`src/rtl/axi_write_arbiter.sv`:
```
// rtl/axi_write_arbiter.sv - two-master round-robin write arbiter for one AW/W/B slave port
// W and B are steered by order FIFOs that record the master of each granted AW.

module axi_write_arbiter_fifo #(
  parameter int DEPTH = 4
) (
  input  logic clk,
  input  logic rst,
  input  logic push,
  input  logic din,
  input  logic pop,
  output logic head,
  output logic empty,
  output logic full
);
  localparam int PTR_W = $clog2(DEPTH);
  localparam int CNT_W = $clog2(DEPTH + 1);

  logic [DEPTH-1:0] mem;
  logic [PTR_W-1:0] wr_ptr;
  logic [PTR_W-1:0] rd_ptr;
  logic [CNT_W-1:0] count;

  always_ff @(posedge clk or negedge rst) begin
    if (!rst) begin
      wr_ptr <= '0;
      rd_ptr <= '0;
      count  <= '0;
    end else begin
      if (push) wr_ptr <= wr_ptr + PTR_W'(1);
      if (pop)  rd_ptr <= rd_ptr + PTR_W'(1);
      if (push && !pop)      count <= count + CNT_W'(1);
      else if (pop && !push) count <= count - CNT_W'(1);
    end
  end

  // Entry storage needs no reset: it is only read when count says it is valid.
  always_ff @(posedge clk) begin
    if (push) mem[wr_ptr] <= din;
  end

  assign head  = mem[rd_ptr];
  assign empty = (count == '0);
  assign full  = (count == CNT_W'(DEPTH));
endmodule

module axi_write_arbiter #(
  parameter int ADDR_W = 32,
  parameter int DATA_W = 32,
  parameter int DEPTH  = 4
) (
  input  logic                clk,
  input  logic                rst,
  input  logic [2*ADDR_W-1:0] m_awaddr,
  input  logic [1:0]          m_awvalid,
  output logic [1:0]          m_awready,
  input  logic [2*DATA_W-1:0] m_wdata,
  input  logic [1:0]          m_wvalid,
  output logic [1:0]          m_wready,
  output logic [1:0]          m_bvalid,
  input  logic [1:0]          m_bready,
  output logic [ADDR_W-1:0]   s_awaddr,
  output logic                s_awvalid,
  input  logic                s_awready,
  output logic [DATA_W-1:0]   s_wdata,
  output logic                s_wvalid,
  input  logic                s_wready,
  input  logic                s_bvalid,
  output logic                s_bready,
  output logic                b_orphan
);
  typedef enum logic {IDLE, LOCK} state_t;

  state_t state_q, state_d;
  logic   grant_q, grant_d;
  logic   rr_q, rr_d;
  logic   aw_push;
  logic   w_pop, b_pop;
  logic   wq_head, wq_empty, wq_full;
  logic   bq_head, bq_empty, bq_full;

  always_ff @(posedge clk or negedge rst) begin
    if (!rst) begin
      state_q <= IDLE;
      grant_q <= 1'b0;
      rr_q    <= 1'b0;
    end else begin
      state_q <= state_d;
      grant_q <= grant_d;
      rr_q    <= rr_d;
    end
  end

  always_comb begin
    state_d   = state_q;
    grant_d   = grant_q;
    rr_d      = rr_q;
    aw_push   = 1'b0;
    s_awvalid = 1'b0;
    m_awready = 2'b00;
    s_awaddr  = grant_q ? m_awaddr[2*ADDR_W-1:ADDR_W] : m_awaddr[ADDR_W-1:0];
    case (state_q)
      IDLE: begin
        // Granting only when both FIFOs have room keeps pushes from ever overflowing.
        if ((|m_awvalid) && !wq_full && !bq_full) begin
          state_d = LOCK;
          grant_d = m_awvalid[rr_q] ? rr_q : ~rr_q;
        end
      end
      LOCK: begin
        s_awvalid          = m_awvalid[grant_q];
        m_awready[grant_q] = s_awready;
        if (m_awvalid[grant_q] && s_awready) begin
          aw_push = 1'b1;
          rr_d    = ~grant_q;
          state_d = IDLE;
        end
      end
      default: state_d = IDLE;
    endcase
  end

  always_comb begin
    s_wvalid = !wq_empty && m_wvalid[wq_head];
    s_wdata  = wq_head ? m_wdata[2*DATA_W-1:DATA_W] : m_wdata[DATA_W-1:0];
    m_wready = 2'b00;
    m_wready[wq_head] = !wq_empty && s_wready;
    w_pop    = s_wvalid && s_wready;

    m_bvalid = 2'b00;
    m_bvalid[bq_head] = !bq_empty && s_bvalid;
    s_bready = !bq_empty && m_bready[bq_head];
    b_pop    = s_bvalid && s_bready;
    b_orphan = s_bvalid && bq_empty;
  end

  axi_write_arbiter_fifo #(.DEPTH(DEPTH)) u_wq (
    .clk(clk), .rst(rst), .push(aw_push), .din(grant_q), .pop(w_pop),
    .head(wq_head), .empty(wq_empty), .full(wq_full)
  );

  axi_write_arbiter_fifo #(.DEPTH(DEPTH)) u_bq (
    .clk(clk), .rst(rst), .push(aw_push), .din(grant_q), .pop(b_pop),
    .head(bq_head), .empty(bq_empty), .full(bq_full)
  );
endmodule

```
`config.mk`:
```
export PLATFORM = sky130hd
export DESIGN_NAME = axi_write_arbiter
export DESIGN_NICKNAME = d
export VERILOG_FILES = /design/src/rtl/axi_write_arbiter.sv
export SDC_FILE = /design/constraint.sdc
export NUM_CORES = 1
export LEC_CHECK = 0
export CAP_MARGIN = 25
export CELL_PAD_IN_SITES_DETAIL_PLACEMENT = 0
export CELL_PAD_IN_SITES_GLOBAL_PLACEMENT = 1
export CORE_MARGIN = 4
export CORE_UTILIZATION = 20
export CTS_BUF_LIST = sky130_fd_sc_hd__clkbuf_16
export CTS_CLUSTER_DIAMETER = 80
export DETAILED_ROUTE_END_ITERATION = 7
export GPL_ROUTABILITY_DRIVEN = 0
export PLACE_DENSITY = 0.79
export SLEW_MARGIN = 20
export SYNTH_ARGS = -nofsm -noshare
export SYNTH_HDL_FRONTEND = slang
export SYNTH_SLANG_ARGS = --single-unit
```
`constraint.sdc`:
```
create_clock -name clk -period 3.4 [get_ports clk]
set_input_delay 0.34 -clock clk [delete_from_list [all_inputs] [get_ports clk]]
set_output_delay 0.34 -clock clk [all_outputs]
set_load 0.03 [all_outputs]
```
==> run metrics <==
GRT Total Usage 11.3%; Via density 4.20; setup violators final 0; first-pass GRT wire length 11700 um; Ports approximately 210; Worst-Skew Late Latency 0.25 ns; achievable clock frequency 355 MHz; CP arrival about 2.5 ns; clock tree buffer depth 2; Core Footprint 0.0105 mm2; Relative slew margins 44.5%; Crit. End Element output port; DIE AREA 0.0126 mm2; mean area per synthesized cell 11.2 um2; post-synth top area share 34.8%; Synth cell types 29; # nets final between 500 and 600; initial antenna violation count 0; Finished Cell Area 0.00449 mm2; Ys Warns 0; Seq/Total Area, Yosys 30.7%; largest net degree at the start of global routing 44; drt wl/cell 14.5 um; total clock buffers created by CTS 3; Pleak around 1.8 nW; CP max FO 34; Detail Route Antenna Nets 0; ratio of cells with drive above 1 in the final layout 18.6%; CTS tree yes; max-cap violation count 0; Overflow after GRT 0; CTS resizes 0; crit share post-route ~83%; Row Count 37; Reg clk slew, reported paths roughly 0.060 ns; Worst Max-Slew Pin Slew 0.830 ns; Startpoint Class flop; Pins Over Slew Limit 0; Filler cells 993; R2R cell count 10; HPWL after DPL 6810 um; synth-to-layout area growth 107%; critical path data required time 3.06 ns; Final Hold Fails 0; Setup Fix Bufs, Post-CTS 0; Post-Syn Instances 193; met3 Use GR 5.50%; met2 Resource Use GR 21.2%; drt drc 0; Mapped Area 0.00217 mm2; hold slack 0.515 ns; RSZ-0062 raised after global routing false; Initial Util approximately a fifth; peak supply drop 260 uV; vias in the first global route approximately 2400; WS Path Type reg -> out; DIE HEIGHT 112 um; Final TNS setup 0 ns; CTS root buf clkbuf_16; port bufs about 210; Min-Delay Path Class reg -> reg; clk_skew 0.00556 ns; cell count of the worst hold path 1; GR Util met1 11.3%; pwr/cell area 707 mW/mm2; Ant. Diodes 0; via count 2266; commonest non-fill, non-tap cell in the layout clkdlybuf4s50_1; final wirelength 7830 um; Seq cells post-synth 25; Final min period 2.81 ns; biggest area consumer among synthesized cells mux2_2; width of the chip 112 um; H-tree levels 1; synthesized net count 344; Placement Cell Area 0.00441 mm2; CTS Sinks 25; status finished clean; main area contributors after synthesis mux2_2, dfrtp_1, edfxtp_1, ha_1, mux2i_1; Top Usage Layer GRT met2; Post-CTS Hold Fix Bufs 0; Initial DRC Count 52; drt first pass iters 4; most frequent cells in the layout clkdlybuf4s50_1, mux2_2, dfrtp_1, nor2_1, mux2i_1
==> cells by family after synthesis <==
group	count (synthesis)	share of synthesized area [%]
multiplexers	79	40.9
flip-flops	25	30.7
buffers and inverters	17	4.44
AO/OA/AOI/OAI	12	3.40
AND/OR/NAND/NOR	38	8.94
XOR/XNOR	10	4.04
adder cells (fa/ha/maj)	12	7.61
==> final cells by class <==
class	instances	area [um2]	share of cell area, %
multi-input cells	151	1410	31.3
well taps	136	170	3.79
clock buffers	3	75.1	1.67
flip-flops and latches	25	666	14.8
repair buffers	214	2140	47.6
inverters	9	33.8	0.752
clock inverters	1	5.00	0.111
==> power by group <==
group	switching, mW	internal, mW
Sequential	0.118	0.444
Combinational	1.20	1.16
Clock	0.0969	0.158
Total	1.42	1.76
==> layer usage <==
metal | part of all wire [%] | vias to the layer above
li1 | - | 1102
met1 | 36 | 1000
met2 | 49 | 162
met3 | 15 | 2
met4 | 0.60 | 0
met5 | 0 | -
==> sequential cells by signal, summed over array words and instances, names as in the netlist <==
| signal | count |
|---|---|
| u_wq.mem | 4 |
| u_bq.count | 3 |
| grant_q | 1 |
| u_bq.rd_ptr | 2 |
| u_bq.wr_ptr | 2 |
| rr_q | 1 |
| u_wq.rd_ptr | 2 |
| state_q | 1 |
| u_wq.wr_ptr | 2 |
| u_bq.mem | 4 |
| u_wq.count | 3 |
==> path summary, 6_finish.rpt <==
kind                       slack (ns)      startpoint              to
max                              0.59  u_wq.rd_ptr[1]     s_wdata[18]
min                              0.51   u_wq.count[2]   u_wq.count[2]
max reg2reg                      1.01  u_wq.rd_ptr[1]   u_wq.count[2]
min reg2reg                      0.51   u_wq.count[2]   u_wq.count[2]
max in group asynchronous        2.32             rst  u_wq.rd_ptr[0]
min in group asynchronous        0.56             rst   u_wq.count[2]
==> critical path: stages, from the launching register on <==
cell             delay (ns)
dfrtp_1                0.42
mux2i_1                0.20
mux2i_4                0.19
buf_4                  0.40
mux2_2                 0.40
clkdlybuf4s50_1        0.60
==> synth_stat cells (all sizes together) <==
| cell | instances |
|---|---|
| fa | 2 |
| nand2b | 2 |
| o31ai | 2 |
| edfxtp | 8 |
| dfrtp | 17 |
| inv | 9 |
| a21oi | 2 |
| nor2 | 13 |
| buf | 5 |
| ha | 10 |
| xnor2 | 4 |
| and3 | 1 |
| or2 | 2 |
| nor3b | 2 |
| mux2i | 12 |
| and2b | 1 |
| o21ai | 5 |
| and2 | 10 |
| a21o | 1 |
| nand2 | 5 |
| nor3 | 2 |
| a221oi | 1 |
| mux2 | 67 |
| xor2 | 6 |
| o21bai | 1 |
| clkbuf | 3 |
==> metrics by stage <==
step                      setup slack [ns]  power, mW  instances  util, %
after floorplan                       1.02       2.10        193        -
after global placement               0.718       2.93        535     42.2
after detailed placement             0.655       2.96        535     42.2
after CTS                            0.571       3.23        539     43.0
after global routing                 0.493       3.37        539     43.0
final                                0.587       3.18        539     43.0
No activity file was read; power rests on OpenSTA's default activity.
